**src/rtl/table_pkg.sv**
```systemverilog
// Shared constants, dimensions and state encoding for the info-table printer and loader.
package table_pkg;

  localparam logic [7:0] ASCII_ZERO  = 8'h30;
  localparam logic [7:0] ASCII_STAR  = 8'h2A;
  localparam logic [7:0] ASCII_SPACE = 8'h20;
  localparam logic [7:0] ASCII_CR    = 8'h0D;
  localparam logic [7:0] ASCII_LF    = 8'h0A;

  localparam int TABLE_ROWS = 5;
  localparam int TABLE_COLS = 5;
  localparam int TABLE_BITS = 50;

  typedef enum logic [3:0] {
    S_IDLE,
    S_HDR_TENS,
    S_HDR_ONES,
    S_HDR_SEP,
    S_ROW,
    S_STAR1,
    S_COL,
    S_STAR2,
    S_VAL,
    S_SEP,
    S_DONE,
    S_ERR
  } state_t;

  localparam logic [1:0] ERR_CHAR    = 2'd0;
  localparam logic [1:0] ERR_COUNT   = 2'd1;
  localparam logic [1:0] ERR_TIMEOUT = 2'd2;

endpackage

```
**src/rtl/table_char_class.sv**
```systemverilog
// Combinational byte classifier for the table loader: decimal digit, '*', and entry separators.
module table_char_class
  import table_pkg::*;
(
  input  logic [7:0] ch_i,
  output logic       is_digit_o,
  output logic [3:0] digit_o,
  output logic       is_star_o,
  output logic       is_sep_o
);

  assign is_digit_o = (ch_i >= ASCII_ZERO) && (ch_i <= ASCII_ZERO + 8'd9);
  assign digit_o    = is_digit_o ? 4'(ch_i - ASCII_ZERO) : 4'd0;
  assign is_star_o  = (ch_i == ASCII_STAR);
  assign is_sep_o   = (ch_i == ASCII_SPACE) || (ch_i == ASCII_CR) || (ch_i == ASCII_LF);

endmodule

```
**src/rtl/uart_table_loader.sv**
```systemverilog
// Parses "NN r*c*v<sep>..." from the UART RX into the 5x5 info table, committing atomically.
// Optional inter-byte idle timeout enabled by defining TABLE_LOADER_TIMEOUT_EN.
module uart_table_loader
  import table_pkg::*;
#(
  parameter int unsigned TIMEOUT_CYCLES = 100_000_000,
  parameter int unsigned MAX_ENTRIES = 25
) (
  input  logic                  clk,
  input  logic                  rst_n,
  input  logic                  start,
  input  logic                  uart_rx_valid,
  input  logic [7:0]            uart_rx_data,
  output logic [TABLE_BITS-1:0] info_table,
  output logic [7:0]            cnt,
  output logic                  busy,
  output logic                  done,
  output logic                  error,
  output logic [1:0]            err_code
);

  state_t                state_q, state_d;
  logic [7:0]            count_q, count_d;
  logic [7:0]            ent_q, ent_d;
  logic [2:0]            row_q, row_d;
  logic [2:0]            col_q, col_d;
  logic [TABLE_BITS-1:0] shadow_q, shadow_d;
  logic [TABLE_BITS-1:0] table_q, table_d;
  logic [7:0]            cnt_q, cnt_d;
  logic                  busy_q, busy_d;
  logic                  done_q, done_d;
  logic                  error_q, error_d;
  logic [1:0]            err_code_q, err_code_d;

  logic       is_digit, is_star, is_sep;
  logic [3:0] digit;
  logic [4:0] cell_idx;
  logic       fail, finish;
  logic [1:0] fail_code;

`ifdef TABLE_LOADER_TIMEOUT_EN
  localparam logic [26:0] TO_LAST = 27'(TIMEOUT_CYCLES - 1);
  logic [26:0] idle_q, idle_d;
`endif

  table_char_class u_class (
    .ch_i      (uart_rx_data),
    .is_digit_o(is_digit),
    .digit_o   (digit),
    .is_star_o (is_star),
    .is_sep_o  (is_sep)
  );

  assign cell_idx = ({2'b00, row_q} - 5'd1) * 5'(TABLE_COLS) + ({2'b00, col_q} - 5'd1);

  always_comb begin
    state_d    = state_q;
    count_d    = count_q;
    ent_d      = ent_q;
    row_d      = row_q;
    col_d      = col_q;
    shadow_d   = shadow_q;
    table_d    = table_q;
    cnt_d      = cnt_q;
    busy_d     = busy_q;
    done_d     = 1'b0;
    error_d    = 1'b0;
    err_code_d = err_code_q;
    fail       = 1'b0;
    finish     = 1'b0;
    fail_code  = ERR_CHAR;
`ifdef TABLE_LOADER_TIMEOUT_EN
    idle_d     = idle_q;
`endif

    unique case (state_q)
      S_IDLE: begin
        // A byte arriving together with start is dropped on purpose.
        if (start) begin
          state_d    = S_HDR_TENS;
          shadow_d   = '0;
          ent_d      = '0;
          count_d    = '0;
          busy_d     = 1'b1;
          err_code_d = ERR_CHAR;
        end
      end
      S_HDR_TENS: if (uart_rx_valid) begin
        if (is_digit) begin
          count_d = 8'(digit) * 8'd10;
          state_d = S_HDR_ONES;
        end else fail = 1'b1;
      end
      S_HDR_ONES: if (uart_rx_valid) begin
        if (is_digit) begin
          count_d = count_q + {4'b0000, digit};
          state_d = S_HDR_SEP;
        end else fail = 1'b1;
      end
      S_HDR_SEP: if (uart_rx_valid) begin
        if (uart_rx_data != ASCII_SPACE) fail = 1'b1;
        else if (count_q > 8'(MAX_ENTRIES)) begin
          fail      = 1'b1;
          fail_code = ERR_COUNT;
        end else if (count_q == 8'd0) finish = 1'b1;
        else state_d = S_ROW;
      end
      S_ROW: if (uart_rx_valid) begin
        if (is_digit && digit != 4'd0 && digit <= 4'(TABLE_ROWS)) begin
          row_d   = digit[2:0];
          state_d = S_STAR1;
        end else fail = 1'b1;
      end
      S_STAR1: if (uart_rx_valid) begin
        if (is_star) state_d = S_COL;
        else fail = 1'b1;
      end
      S_COL: if (uart_rx_valid) begin
        if (is_digit && digit != 4'd0 && digit <= 4'(TABLE_COLS)) begin
          col_d   = digit[2:0];
          state_d = S_STAR2;
        end else fail = 1'b1;
      end
      S_STAR2: if (uart_rx_valid) begin
        if (is_star) state_d = S_VAL;
        else fail = 1'b1;
      end
      S_VAL: if (uart_rx_valid) begin
        if (is_digit && digit <= 4'd3) begin
          shadow_d[{cell_idx, 1'b0} +: 2] = digit[1:0];
          state_d = S_SEP;
        end else fail = 1'b1;
      end
      S_SEP: if (uart_rx_valid) begin
        if (is_sep) begin
          ent_d = ent_q + 8'd1;
          if (ent_d == count_q) finish = 1'b1;
          else state_d = S_ROW;
        end else fail = 1'b1;
      end
      S_DONE:  state_d = S_IDLE;
      S_ERR:   state_d = S_IDLE;
      default: state_d = S_IDLE;
    endcase

`ifdef TABLE_LOADER_TIMEOUT_EN
    // busy_q is low in idle, so the counter is already clear when start arrives.
    if (!busy_q || uart_rx_valid) idle_d = '0;
    else if (idle_q == TO_LAST) begin
      fail      = 1'b1;
      fail_code = ERR_TIMEOUT;
    end else idle_d = idle_q + 27'd1;
`endif

    if (fail) begin
      state_d    = S_ERR;
      error_d    = 1'b1;
      busy_d     = 1'b0;
      err_code_d = fail_code;
    end else if (finish) begin
      state_d = S_DONE;
      done_d  = 1'b1;
      busy_d  = 1'b0;
      table_d = shadow_d;
      cnt_d   = count_q;
    end
  end

  always_ff @(posedge clk or negedge rst_n) begin
    if (!rst_n) begin
      state_q    <= S_IDLE;
      count_q    <= '0;
      ent_q      <= '0;
      row_q      <= '0;
      col_q      <= '0;
      shadow_q   <= '0;
      table_q    <= '0;
      cnt_q      <= '0;
      busy_q     <= 1'b0;
      done_q     <= 1'b0;
      error_q    <= 1'b0;
      err_code_q <= ERR_CHAR;
`ifdef TABLE_LOADER_TIMEOUT_EN
      idle_q     <= '0;
`endif
    end else begin
      state_q    <= state_d;
      count_q    <= count_d;
      ent_q      <= ent_d;
      row_q      <= row_d;
      col_q      <= col_d;
      shadow_q   <= shadow_d;
      table_q    <= table_d;
      cnt_q      <= cnt_d;
      busy_q     <= busy_d;
      done_q     <= done_d;
      error_q    <= error_d;
      err_code_q <= err_code_d;
`ifdef TABLE_LOADER_TIMEOUT_EN
      idle_q     <= idle_d;
`endif
    end
  end

  assign info_table = table_q;
  assign cnt        = cnt_q;
  assign busy       = busy_q;
  assign done       = done_q;
  assign error      = error_q;
  assign err_code   = err_code_q;

endmodule
```
**config.mk**
```make
export PLATFORM = sky130hd
export DESIGN_NAME = uart_table_loader
export DESIGN_NICKNAME = d
export VERILOG_FILES = /design/src/rtl/table_pkg.sv /design/src/rtl/table_char_class.sv /design/src/rtl/uart_table_loader.sv
export SDC_FILE = /design/constraint.sdc
export NUM_CORES = 1
export LEC_CHECK = 0
export CAP_MARGIN = 20
export CORE_ASPECT_RATIO = 1.75
export CORE_MARGIN = 8
export CORE_UTILIZATION = 32
export DETAILED_ROUTE_END_ITERATION = 16
export MAX_ROUTING_LAYER = met4
export SLEW_MARGIN = 20
export SYNTH_ARGS = -nofsm -noshare
export SYNTH_HDL_FRONTEND = slang
export SYNTH_HIERARCHICAL = 1
export SYNTH_SLANG_ARGS = --single-unit
export TNS_END_PERCENT = 50
```
**constraint.sdc**
```tcl
create_clock -name clk -period 4.6 [get_ports clk]
set_input_delay 0.46 -clock clk [delete_from_list [all_inputs] [get_ports clk]]
set_output_delay 0.46 -clock clk [all_outputs]
set_load 0.05 [all_outputs]
```
==> results.toml <==
[worst_setup_path]
critPathRequiredTime_ns = 4.90
arrival_ns = 4.48
crit_type = "flop to flop"
worstPathMaxFanout = 9
endpoint_kind = "flop"
critPathLaunchType = "flop"

[grt]
busiest_layer = "met2"
antenna_found_initial = 0
grt_pass1_wl_um = 32900
grt_util_all_layers_pct = 15.5
grt_max_degree = 75
grt_use_met3_pct = 2.35
gr-usage-met1_pct = 15.8
grt_pass1_vias = 6078
met2_usage_pct = 27.4
grt_remaining_overflow = 0

[synthesis]
ys.flop_type = "dfrtp_1"
postSynth.asyncResetShare_pct = 100
synth_top_area_share_pct = 46.6
yosysTopAreaCell = "dfrtp_1"
ys_seq_area_share_pct = 46.6
synthTopCellsByArea = "dfrtp_1 (47%), nand2_1 (5.5%), ha_1 (3.9%)"
synth_fp_nets = 803
synth_edf_count = 0
synthCells = 764
synth_area_mm2 = 0.00741
yosys_warnings = 6
ys_ff_latch = 138
ys_types = 76
syn_avg_cell_area_um2 = 9.70

[route]
route.detailed.drc = 0
ant_nets = 0
firstDrtPassIters = 6
vias = 6051
vias_per_cell = 5.30
routed_wl_um = 20600
wl_per_cell_um = 18.0
drt_first_iter_violations = 406

[clock_tree]
insertion_delay_ns = 0.42
root_buffer = "clkbuf_16"
hold_buffers = 0
cts_sinks = 138
clk_pin_slew_worst_paths_ns = 0.06
cts_buffers = 17
clock_path_buffers = 2
postCtsSetupRepairBufs = 0
ctsResizeCount = 0
cts_tree = "built"
h-tree-depth = 4

[cells_and_area]
fillers = 2233
utilization_pct = 39.9
final_area_mm2 = 0.00907
syn_to_final_growth_pct = 22.3
drive_gt1_share_pct = 11.3
finalNonFillerCells = 1142
num_antenna_cells = 0
fin_nets = 868

[sta]
clock.fmax_ghz = 0.239
final-setup-viol-count = 0
clock_skew_ns = 0.00889
hold_ws_ns = 0.0331
fin_crit_sh_pct = 90.9
min_period_ns = 4.18
slew_viol_final = 0
hold_viol = 0
tightest_slew_ns = 0.995
rsz0062_at_grt = "false"
max_slew_margin_pct = 33.1
fin_tns_setup_ns = 0

[power_and_ir_drop]
vdd_ir_drop_max_uv = 221
p_leak_nw = 3.98
p_switching_mw = 1.07
power.internal_mw = 2.40
power.share.clock_pct = 42.4
cellPowerDensity_mw_per_mm2 = 383
power_frac_comb_pct = 17.5
pwr-share-seq_pct = 40.1
swShare_pct = 30.9

[place]
dpl.hpwl_um = 15500
dp.cells = 1110
place_area_mm2 = 0.00844
port_buffers = 73
gp_congestion = 0.927

[die]
die-area_mm2 = 0.0285
row_count = 73
start_util_pct = 32.6
fp.dieW_um = 131
core_area_mm2 = 0.0227
io_pins = 75
die_h_um = 217

[hold_path]
hold_class = "input pin to async pin"

[flow_run]
cap_violations = 0

[status]
status = "finished, final reports clean"
## power by group through the flow
| stage | Sequential, mW | Combinational, mW | Clock, mW |
|---|---|---|---|
| after floorplan | 1.40 | 0.423 | 0 |
| after global placement | 1.41 | 0.604 | 0 |
| after detailed placement | 1.41 | 0.612 | 0 |
| after CTS | 1.39 | 0.616 | 1.50 |
| after global routing | 1.41 | 0.680 | 1.56 |
| final | 1.39 | 0.609 | 1.47 |
## per-layer routing
| metal | share of wire (%) | routed length (um) |
|---|---|---|
| met1 | 38 | 7750 |
| met2 | 55 | 11400 |
| met3 | 3.1 | 647 |
| met4 | 3.8 | 790 |
| met5 | 0 | 0 |
## flip-flops by register name, indices dropped and copies added (netlist names)
name and count:
busy 1, cnt 8, col_q 3, count_q 8, done 1, ent_q 8, err_code 1, error 1
info_table 50, row_q 3, shadow_q 50, state_q 4
## per-stage QoR
stage | setup slack [ns] | total power, mW
2_1_floorplan | 0.843 | 1.82
3_3_place_gp | 0.587 | 2.02
3_5_place_dp | 0.447 | 2.03
4_1_cts | 0.430 | 3.51
5_1_grt | 0.165 | 3.65
6_report | 0.419 | 3.48
## kinds of logic after synthesis
logic type / share of synthesized area (%)
buffers and inverters: 3.95
other: 0.0506
and+or+nand+nor: 19.3
AOI/OAI and AO/OA: 16.9
xor gates and xnor gates: 3.66
DFF: 46.6
adders and majority gates: 4.96
muxes: 4.66
## critical path: stages, from the launching register on
cell and delay [ns]:
dfrtp_1 0.39, inv_1 0.12, ha_1 0.21, xor2_1 0.17
ha_1 0.25, ha_1 0.31, inv_1 0.06, fa_1 0.64
nor3b_2 0.31, xor2_1 0.28, and2_1 0.39, and3_1 0.27
o21ai_1 0.09, a22o_1 0.31, mux2_2 0.26
## path summary, 6_finish.rpt
| check | slack, ns | depth (start not counted) | end | from |
|---|---|---|---|---|
| hold reg to reg | 0.46 | 2 | cnt[6]$_DFFE_PN0P_ | cnt[6]$_DFFE_PN0P_ |
| min in group clk | 0.46 | 2 | cnt[6]$_DFFE_PN0P_ | cnt[6]$_DFFE_PN0P_ |
| hold / removal | 0.03 | 1 | info_table[46]$_DFFE_PN0P_ | rst_n |
| setup / recovery | 0.42 | 14 | info_table[45]$_DFFE_PN0P_ | row_q[0]$_DFFE_PN0P_ |
| setup reg to reg | 0.42 | 14 | info_table[45]$_DFFE_PN0P_ | row_q[0]$_DFFE_PN0P_ |
| max in group asynchronous | 3.55 | 2 | info_table[33]$_DFFE_PN0P_ | rst_n |
## synth_stat cells (11+ instances only)
master     instances
inv_1             26
clkbuf_1          25
ha_1              23
a21oi_1           30
and2_1            12
nand3_1           24
dfrtp_1          138
xnor2_1           11
o21ai_0           55
nand2_1          108
nor2_1            63
mux2_2            24
a21o_1            16
o2bb2ai_1         14
## final cells by class
| class | instances | area, um2 | area share, % |
|---|---|---|---|
| Sequential cell | 138 | 3450 | 38.1 |
| Clock inverter | 13 | 181 | 2.00 |
| Timing Repair Buffer | 86 | 830 | 9.15 |
| Multi-Input combinational cell | 560 | 3680 | 40.6 |
| Tap cell | 300 | 375 | 4.14 |
| Clock buffer | 19 | 453 | 4.99 |
| Inverter | 26 | 97.6 | 1.08 |
## layout by cell type (no fill, tap or decap), types with 4 or more instances in the layout
master	count
a21o_1	16
a21oi_1	30
a22o_1	5
a22oi_1	6
a31oi_1	9
a32o_1	4
and2_1	12
and3_1	6
buf_4	13
clkbuf_16	17
clkdlybuf4s50_1	72
dfrtp_1	138
fa_1	4
ha_1	23
inv_1	26
inv_6	4
mux2_2	24
nand2_1	108
nand2b_1	10
nand3_1	24
nand3b_1	4
nand4_1	10
nor2_1	63
nor2b_1	8
nor3_1	10
nor4b_1	4
o211ai_1	6
o21ai_0	55
o22ai_1	9
o2bb2ai_1	14
o31ai_1	5
o41ai_1	5
or2_2	7
xnor2_1	11
xor2_1	10
No activity file was read; power rests on OpenSTA's default activity.
